## config.mk

```make
export PLATFORM = sky130hd
export DESIGN_NAME = pll_reset_sequencer_flat
export DESIGN_NICKNAME = d
export VERILOG_FILES = /design/src/rtl/pll_reset_sequencer_if.sv /design/src/rtl/pll_reset_sequencer.sv /design/src/flat_wrapper.sv
export SDC_FILE = /design/constraint.sdc
export NUM_CORES = 1
export LEC_CHECK = 0
export CAP_MARGIN = 5
export CORE_MARGIN = 3
export CORE_UTILIZATION = 63
export CTS_CLUSTER_SIZE = 24
export DETAILED_ROUTE_END_ITERATION = 7
export PLACE_DENSITY = 0.8
export REMOVE_ABC_BUFFERS = 1
export SETUP_SLACK_MARGIN = 0.1
export SYNTH_ARGS = -nofsm -noshare
export SYNTH_HDL_FRONTEND = slang
export SYNTH_SLANG_ARGS = --single-unit
```

## constraint.sdc

```tcl
create_clock -name EXT_CLK_50M -period 6 [get_ports EXT_CLK_50M]
set_input_delay 1.2 -clock EXT_CLK_50M [delete_from_list [all_inputs] [get_ports EXT_CLK_50M]]
set_output_delay 1.2 -clock EXT_CLK_50M [all_outputs]
set_load 0.01 [all_outputs]
```

## src/rtl/pll_reset_sequencer_if.sv

```systemverilog
// rtl/pll_reset_sequencer_if.sv - signal bundle between the reset sequencer, the PLL conduit and the SoC
//
// Ports (slave = sequencer side):
//   pll_locked     PLL lock conduit, asynchronous to the sequencer clock
//   sw_reset_req   single-cycle software request to reset the SoC only
//   pll_areset     PLL reset, active-high
//   soc_reset_n    SoC reset, active-low
//   seq_fail       sticky: lock was never achieved within the retry budget
//   seq_state      current sequencer state, for debug
//   lock_loss_cnt  saturating count of lock losses seen after lock was accepted

interface pll_reset_sequencer_if;
    logic       pll_locked;
    logic       sw_reset_req;
    logic       pll_areset;
    logic       soc_reset_n;
    logic       seq_fail;
    logic [2:0] seq_state;
    logic [7:0] lock_loss_cnt;

    modport slave (
        input  pll_locked,
        input  sw_reset_req,
        output pll_areset,
        output soc_reset_n,
        output seq_fail,
        output seq_state,
        output lock_loss_cnt
    );

    modport master (
        output pll_locked,
        output sw_reset_req,
        input  pll_areset,
        input  soc_reset_n,
        input  seq_fail,
        input  seq_state,
        input  lock_loss_cnt
    );
endinterface

```

## src/rtl/pll_reset_sequencer.sv

```systemverilog
// rtl/pll_reset_sequencer.sv - PLL areset / SoC reset sequencer with lock filtering, retries and failure report
//
// Ports:
//   EXT_CLK_50M  sole clock (board oscillator)
//   RESET        asynchronous active-high reset
//   bus          pll_reset_sequencer_if.slave (lock conduit, sw reset request, reset outputs, status)
//
// Sequence: S_POR pulses pll_areset for POR_CYCLES, S_WAIT_LOCK waits for a filtered
// lock (retrying up to MAX_RETRIES timeouts, then S_FAIL), S_HOLD keeps the SoC in
// reset for HOLD_CYCLES, S_RUN releases it. Losing lock after acceptance restarts
// the whole sequence; a software request in S_RUN only replays S_HOLD.

module pll_reset_sequencer #(
    parameter int POR_CYCLES          = 127,
    parameter int LOCK_TIMEOUT_CYCLES = 50000,
    parameter int LOCK_FILTER         = 16,
    parameter int HOLD_CYCLES         = 256,
    parameter int MAX_RETRIES         = 3
) (
    input logic                  EXT_CLK_50M,
    input logic                  RESET,
    pll_reset_sequencer_if.slave bus
);

    localparam int POR_W   = $clog2(POR_CYCLES) + 1;
    localparam int TMO_W   = $clog2(LOCK_TIMEOUT_CYCLES) + 1;
    localparam int FILT_W  = $clog2(LOCK_FILTER) + 1;
    localparam int HOLD_W  = $clog2(HOLD_CYCLES) + 1;
    localparam int RETRY_W = $clog2(MAX_RETRIES) + 1;

    // Terminal values: a phase ends on the edge where its counter holds N-1,
    // so the phase spans exactly N edges from entry.
    localparam logic [POR_W-1:0]   POR_LAST   = POR_W'(POR_CYCLES - 1);
    localparam logic [TMO_W-1:0]   TMO_LAST   = TMO_W'(LOCK_TIMEOUT_CYCLES - 1);
    localparam logic [FILT_W-1:0]  FILT_LAST  = FILT_W'(LOCK_FILTER - 1);
    localparam logic [FILT_W-1:0]  FILT_MAX   = FILT_W'(LOCK_FILTER);
    localparam logic [HOLD_W-1:0]  HOLD_LAST  = HOLD_W'(HOLD_CYCLES - 1);
    localparam logic [RETRY_W-1:0] RETRY_LAST = RETRY_W'(MAX_RETRIES - 1);

    typedef enum logic [2:0] {
        S_POR       = 3'd0,
        S_WAIT_LOCK = 3'd1,
        S_HOLD      = 3'd2,
        S_RUN       = 3'd3,
        S_FAIL      = 3'd4
    } state_t;

    state_t               state;
    state_t               state_nxt;

    logic                 lock_meta;
    logic                 lock_s;
    logic [FILT_W-1:0]    filt_cnt;
    logic [POR_W-1:0]     por_cnt;
    logic [TMO_W-1:0]     tmo_cnt;
    logic [HOLD_W-1:0]    hold_cnt;
    logic [RETRY_W-1:0]   retry_cnt;
    logic [7:0]           loss_cnt;

    logic                 pll_areset_q;
    logic                 soc_reset_n_q;
    logic                 seq_fail_q;

    logic                 filt_done;
    logic                 loss_evt;
    logic                 tmo_evt;

    // Lock is accepted on the edge that samples the LOCK_FILTER-th consecutive
    // high lock_s. The filter saturates rather than wrapping, so a lock that was
    // already stable before S_WAIT_LOCK is accepted on the first waiting edge.
    assign filt_done = lock_s && (filt_cnt >= FILT_LAST);

    always_comb begin
        state_nxt = state;
        loss_evt  = 1'b0;
        tmo_evt   = 1'b0;
        case (state)
            S_POR: begin
                if (por_cnt == POR_LAST) begin
                    state_nxt = S_WAIT_LOCK;
                end
            end
            S_WAIT_LOCK: begin
                // Lock acceptance wins over a timeout landing on the same edge.
                if (filt_done) begin
                    state_nxt = S_HOLD;
                end else if (tmo_cnt == TMO_LAST) begin
                    tmo_evt   = 1'b1;
                    state_nxt = (retry_cnt == RETRY_LAST) ? S_FAIL : S_POR;
                end
            end
            S_HOLD: begin
                if (!lock_s) begin
                    loss_evt  = 1'b1;
                    state_nxt = S_POR;
                end else if (hold_cnt == HOLD_LAST) begin
                    state_nxt = S_RUN;
                end
            end
            S_RUN: begin
                // Lock loss outranks a software request on the same edge.
                if (!lock_s) begin
                    loss_evt  = 1'b1;
                    state_nxt = S_POR;
                end else if (bus.sw_reset_req) begin
                    state_nxt = S_HOLD;
                end
            end
            S_FAIL: begin
                state_nxt = S_FAIL;
            end
            default: begin
                state_nxt = S_POR;
            end
        endcase
    end

    always_ff @(posedge EXT_CLK_50M or posedge RESET) begin
        if (RESET) begin
            state         <= S_POR;
            lock_meta     <= 1'b0;
            lock_s        <= 1'b0;
            filt_cnt      <= '0;
            por_cnt       <= '0;
            tmo_cnt       <= '0;
            hold_cnt      <= '0;
            retry_cnt     <= '0;
            loss_cnt      <= '0;
            pll_areset_q  <= 1'b1;
            soc_reset_n_q <= 1'b0;
            seq_fail_q    <= 1'b0;
        end else begin
            lock_meta <= bus.pll_locked;
            lock_s    <= lock_meta;

            if (!lock_s) begin
                filt_cnt <= '0;
            end else if (filt_cnt != FILT_MAX) begin
                filt_cnt <= filt_cnt + 1'b1;
            end

            state <= state_nxt;

            // Phase counters restart on every state entry, including the
            // S_RUN -> S_HOLD replay triggered by a software request.
            if (state_nxt != state) begin
                por_cnt  <= '0;
                tmo_cnt  <= '0;
                hold_cnt <= '0;
            end else begin
                case (state)
                    S_POR:       por_cnt  <= por_cnt + 1'b1;
                    S_WAIT_LOCK: tmo_cnt  <= tmo_cnt + 1'b1;
                    S_HOLD:      hold_cnt <= hold_cnt + 1'b1;
                    default:     ;
                endcase
            end

            if (tmo_evt) begin
                retry_cnt <= retry_cnt + 1'b1;
            end else if (state_nxt == S_RUN && state != S_RUN) begin
                retry_cnt <= '0;
            end

            if (loss_evt && loss_cnt != 8'hFF) begin
                loss_cnt <= loss_cnt + 8'd1;
            end

            // Outputs are decoded from the next state so they move on the
            // same edge as the state register.
            pll_areset_q  <= (state_nxt == S_POR) || (state_nxt == S_FAIL);
            soc_reset_n_q <= (state_nxt == S_RUN);
            seq_fail_q    <= (state_nxt == S_FAIL);
        end
    end

    assign bus.pll_areset    = pll_areset_q;
    assign bus.soc_reset_n   = soc_reset_n_q;
    assign bus.seq_fail      = seq_fail_q;
    assign bus.seq_state     = state;
    assign bus.lock_loss_cnt = loss_cnt;

endmodule

```

## src/flat_wrapper.sv

```systemverilog
// flat-port wrapper written by rule: the top's interface ports become plain ports
module pll_reset_sequencer_flat 
#(
    parameter int POR_CYCLES          = 127,
    parameter int LOCK_TIMEOUT_CYCLES = 50000,
    parameter int LOCK_FILTER         = 16,
    parameter int HOLD_CYCLES         = 256,
    parameter int MAX_RETRIES         = 3
)
  (EXT_CLK_50M, RESET, bus_pll_locked, bus_sw_reset_req, bus_pll_areset, bus_soc_reset_n, bus_seq_fail, bus_seq_state, bus_lock_loss_cnt);
  pll_reset_sequencer_if bus_i ();
  input logic EXT_CLK_50M;
  input logic RESET;
  input wire logic [$bits(bus_i.pll_locked)-1:0] bus_pll_locked;
  input wire logic [$bits(bus_i.sw_reset_req)-1:0] bus_sw_reset_req;
  output wire logic [$bits(bus_i.pll_areset)-1:0] bus_pll_areset;
  output wire logic [$bits(bus_i.soc_reset_n)-1:0] bus_soc_reset_n;
  output wire logic [$bits(bus_i.seq_fail)-1:0] bus_seq_fail;
  output wire logic [$bits(bus_i.seq_state)-1:0] bus_seq_state;
  output wire logic [$bits(bus_i.lock_loss_cnt)-1:0] bus_lock_loss_cnt;
  assign bus_i.pll_locked = bus_pll_locked;
  assign bus_i.sw_reset_req = bus_sw_reset_req;
  assign bus_pll_areset = bus_i.pll_areset;
  assign bus_soc_reset_n = bus_i.soc_reset_n;
  assign bus_seq_fail = bus_i.seq_fail;
  assign bus_seq_state = bus_i.seq_state;
  assign bus_lock_loss_cnt = bus_i.lock_loss_cnt;
  pll_reset_sequencer #(.POR_CYCLES(POR_CYCLES), .LOCK_TIMEOUT_CYCLES(LOCK_TIMEOUT_CYCLES), .LOCK_FILTER(LOCK_FILTER), .HOLD_CYCLES(HOLD_CYCLES), .MAX_RETRIES(MAX_RETRIES)) u_core (.EXT_CLK_50M(EXT_CLK_50M), .RESET(RESET), .bus(bus_i));
endmodule
```

==> summary.txt <==
Synth
  – Syn Area/Cell: approximately 10 sq um
  – Async set-reset flop share out of synthesis: 1.00
  – Synth Instances: between 200 and 300
  – Synth Cell Area: a little under 3000 sq um
  – Post-synth EDFFs: 0
  – Ys Warns: 0
  – Most used DFF post-synth: dfrtp_1
  – Synth cell types: 42
  – #FFs+latches synth: 58
  – Sequential fraction of the synthesis area: 0.499

Routing
  – DR iter-0 viols: between 70 and 80
  – Wire length per cell: 13.5 um
  – Vias/cell: 5.59
  – Drt first pass iters: 4
  – DRT antenna net count: 0
  – DRC: 0
  – Final WL: 4.83 mm
  – Vias: roughly 2000

Timing
  – Final worst-path cycle share: 0.449
  – Slew @ Worst Pin: around 0.94 ns
  – Tmin final: approximately 2.7 ns
  – Max-slew violations: 0
  – Final worst slack: 3.30 ns
  – Setup Viol. Count Final: 0
  – Fin Hold WS: roughly 0.37 ns
  – Unrepaired setup endpoints after global routing: no
  – Post-route setup TNS: 0 ns
  – Achievable Freq: 371 MHz
  – Clk_skew: 0.00774 ns
  – Final hold viol count: 0
  – Slew HR: 0.369

Clock network
  – TritonCTS clock tree: done
  – Clock transition at path regs: ~0.070 ns
  – Num CTS Buffers: 9
  – Hold buffers post-CTS: 0
  – H-tree levels: 3
  – CTS sink cnt: 58
  – Maximum buffer depth of the clock tree: 2
  – Worst-Skew Late Latency: about 0.33 ns
  – Root Driver: clkbuf_8
  – Post CTS Setup Buffer Count: 0
  – Cts repair resizes: 0

Worst hold path
  – Hold Crit Depth: 0
  – Min-delay worst type: reg -> reg

Final layout
  – Multi-input logic area: roughly 1400 sq um
  – Register area: around 1500 sq um
  – Post-layout nets: roughly 320
  – Final core utilization: 0.741
  – Antenna Cells: 0
  – Share of cells above drive strength 1: 0.108
  – Fin area: around 3300 sq um
  – # fillers: 316
  – Layout area overhead: 12.3%

Global route
  – First-pass GRT wire length: between 8 and 9 mm
  – Vias in the first global route: ~1900
  – Total gr overflow: 0
  – Initial antenna violation count: 0
  – Largest net degree at the start of global routing: 59
  – Total Routing Usage GR: 0.209

Critical path
  – Worst path depth: 1
  – Critical path fanouts, max: 10
  – Worst path slowest cell: clkdlybuf4s50_1
  – Max incr delay on CP: between 0.6 and 0.7 ns
  – Reg2Reg Setup Slack: between 3 and 4 ns
  – Required time of the critical path: 4.80 ns
  – Reg2Reg Depth: 6
  – Startpoint Class: flop
  – Buf+Inv Stages, Crit Path: 1
  – Crit path max-delay family: buffers and inverters
  – Crit Path Category: reg -> out
  – Worst-path cell chain: clkdlybuf4s50_1
  – Worst Setup End Kind: output port
  – Arr. time, crit path: roughly 1.5 ns

Power
  – PD cells: between 200 and 250 nW/um^2
  – Leak: 1.49 nW
  – Peak supply drop: 0.171 mV

Outcome
  – Outcome: completed

Placement
  – GPL Wtd Cong: 0.793
  – PortBufs: 17
  – Detailed Place HPWL: about 3.2 mm
  – Pre-CTS WS: around 3.0 ns
  – DP Area: 3090 sq um

Floorplan
  – Die height: 74.0 um
  – Area of the core: 4410 sq um
  – Die area: between 5000 and 6000 sq um
  – Site row count: 24
  – IO Pins: 18
  – Die W: roughly 74 um
  – Initial Util: 0.660

Job
  – Max capacitance violation total: 0
-- metrics by stage --
stage	instances	power, mW
4_1_cts	357	0.748
3_5_place_dp	341	0.420
2_1_floorplan	271	0.413
6_report	357	0.739
3_3_place_gp	341	0.419
5_1_grt	357	0.771
-- sequential cells by signal (all words and copies together) (netlist names), 3 cells and up --
| signal | flops |
|---|---|
| u_core.bus.lock_loss_cnt | 8 |
| u_core.retry_cnt | 3 |
| u_core.hold_cnt | 9 |
| u_core.tmo_cnt | 17 |
| u_core.filt_cnt | 5 |
| u_core.bus.seq_state | 3 |
| u_core.por_cnt | 8 |
-- layout make-up --
class / instances / area share
Tap cell: 52 / 0.0199
Multi-Input combinational cell: 204 / 0.416
Sequential cell: 58 / 0.444
Clock buffer: 14 / 0.0528
Inverter: 9 / 0.0103
Timing Repair Buffer: 18 / 0.0543
Clock inverter: 2 / 0.00306
-- cells by family after synthesis --
logic type	after synthesis	share of synthesized area
and+or+nand+nor	131	0.240
AOI/OAI and AO/OA	21	0.0550
xor gates and xnor gates	39	0.117
DFF	58	0.499
buffers and inverters	17	0.0344
muxes	2	0.00730
adders and majority gates	11	0.0473
-- synth_stat cells, types with 2 or more instances --
cell | n | area share
buf_2 | 2 | 0.0034
ha_1 | 11 | 0.047
buf_6 | 4 | 0.015
nor3_1 | 6 | 0.010
or4b_4 | 2 | 0.0095
dfrtp_1 | 57 | 0.49
inv_1 | 9 | 0.012
nor2b_1 | 3 | 0.0064
nor2_1 | 43 | 0.055
xor2_1 | 22 | 0.066
nand4_1 | 12 | 0.026
nor4b_1 | 2 | 0.0060
xnor2_1 | 17 | 0.051
nand2b_1 | 4 | 0.0086
and3_1 | 6 | 0.013
o21a_1 | 2 | 0.0052
a211oi_1 | 2 | 0.0052
o21ai_0 | 6 | 0.010
nand2_1 | 21 | 0.027
nor2_2 | 5 | 0.011
a21oi_1 | 5 | 0.0086
and4_1 | 3 | 0.0090
nand3_1 | 16 | 0.027
-- power by group --
group          internal (mW)  switching [mW]
combinational        0.00508          0.0103
clock                  0.183           0.144
sequential             0.394         0.00305
-- metal layers --
| metal | routed length [um] | GRT usage | share of wire |
|---|---|---|---|
| met1 | 2340 | 0.272 | 0.48 |
| met2 | 2280 | 0.323 | 0.47 |
| met3 | 106 | 0.0527 | 0.022 |
| met4 | 111 | 0.109 | 0.023 |
| met5 | 0 | 0 | 0 |
-- cell usage in the layout, fill, tap and decap left out, types with 3 or more instances in the layout --
cell / instances
nand2b_1: 4
and3_1: 6
dfrtp_1: 57
clkbuf_8: 12
nand3_1: 16
nand4_1: 12
nor3_1: 6
ha_1: 11
nor2_1: 43
o21ai_0: 6
clkdlybuf4s50_1: 17
xnor2_1: 17
inv_1: 8
and4_1: 3
nor2_2: 5
nor2b_1: 3
nand2_1: 21
xor2_1: 22
a21oi_1: 5
-- final timing paths --
kind                                         startpoint            endpoint
min in group asynchronous                         RESET   u_core.tmo_cnt[0]
worst max register to register        u_core.tmo_cnt[0]   u_core.por_cnt[0]
worst max-delay path            u_core.bus.seq_state[2]    bus_seq_state[2]
worst min-delay path                   u_core.lock_meta       u_core.lock_s
worst min register to register         u_core.lock_meta       u_core.lock_s
max in group asynchronous                         RESET  u_core.hold_cnt[2]
Power figures use the tool's default switching activity.
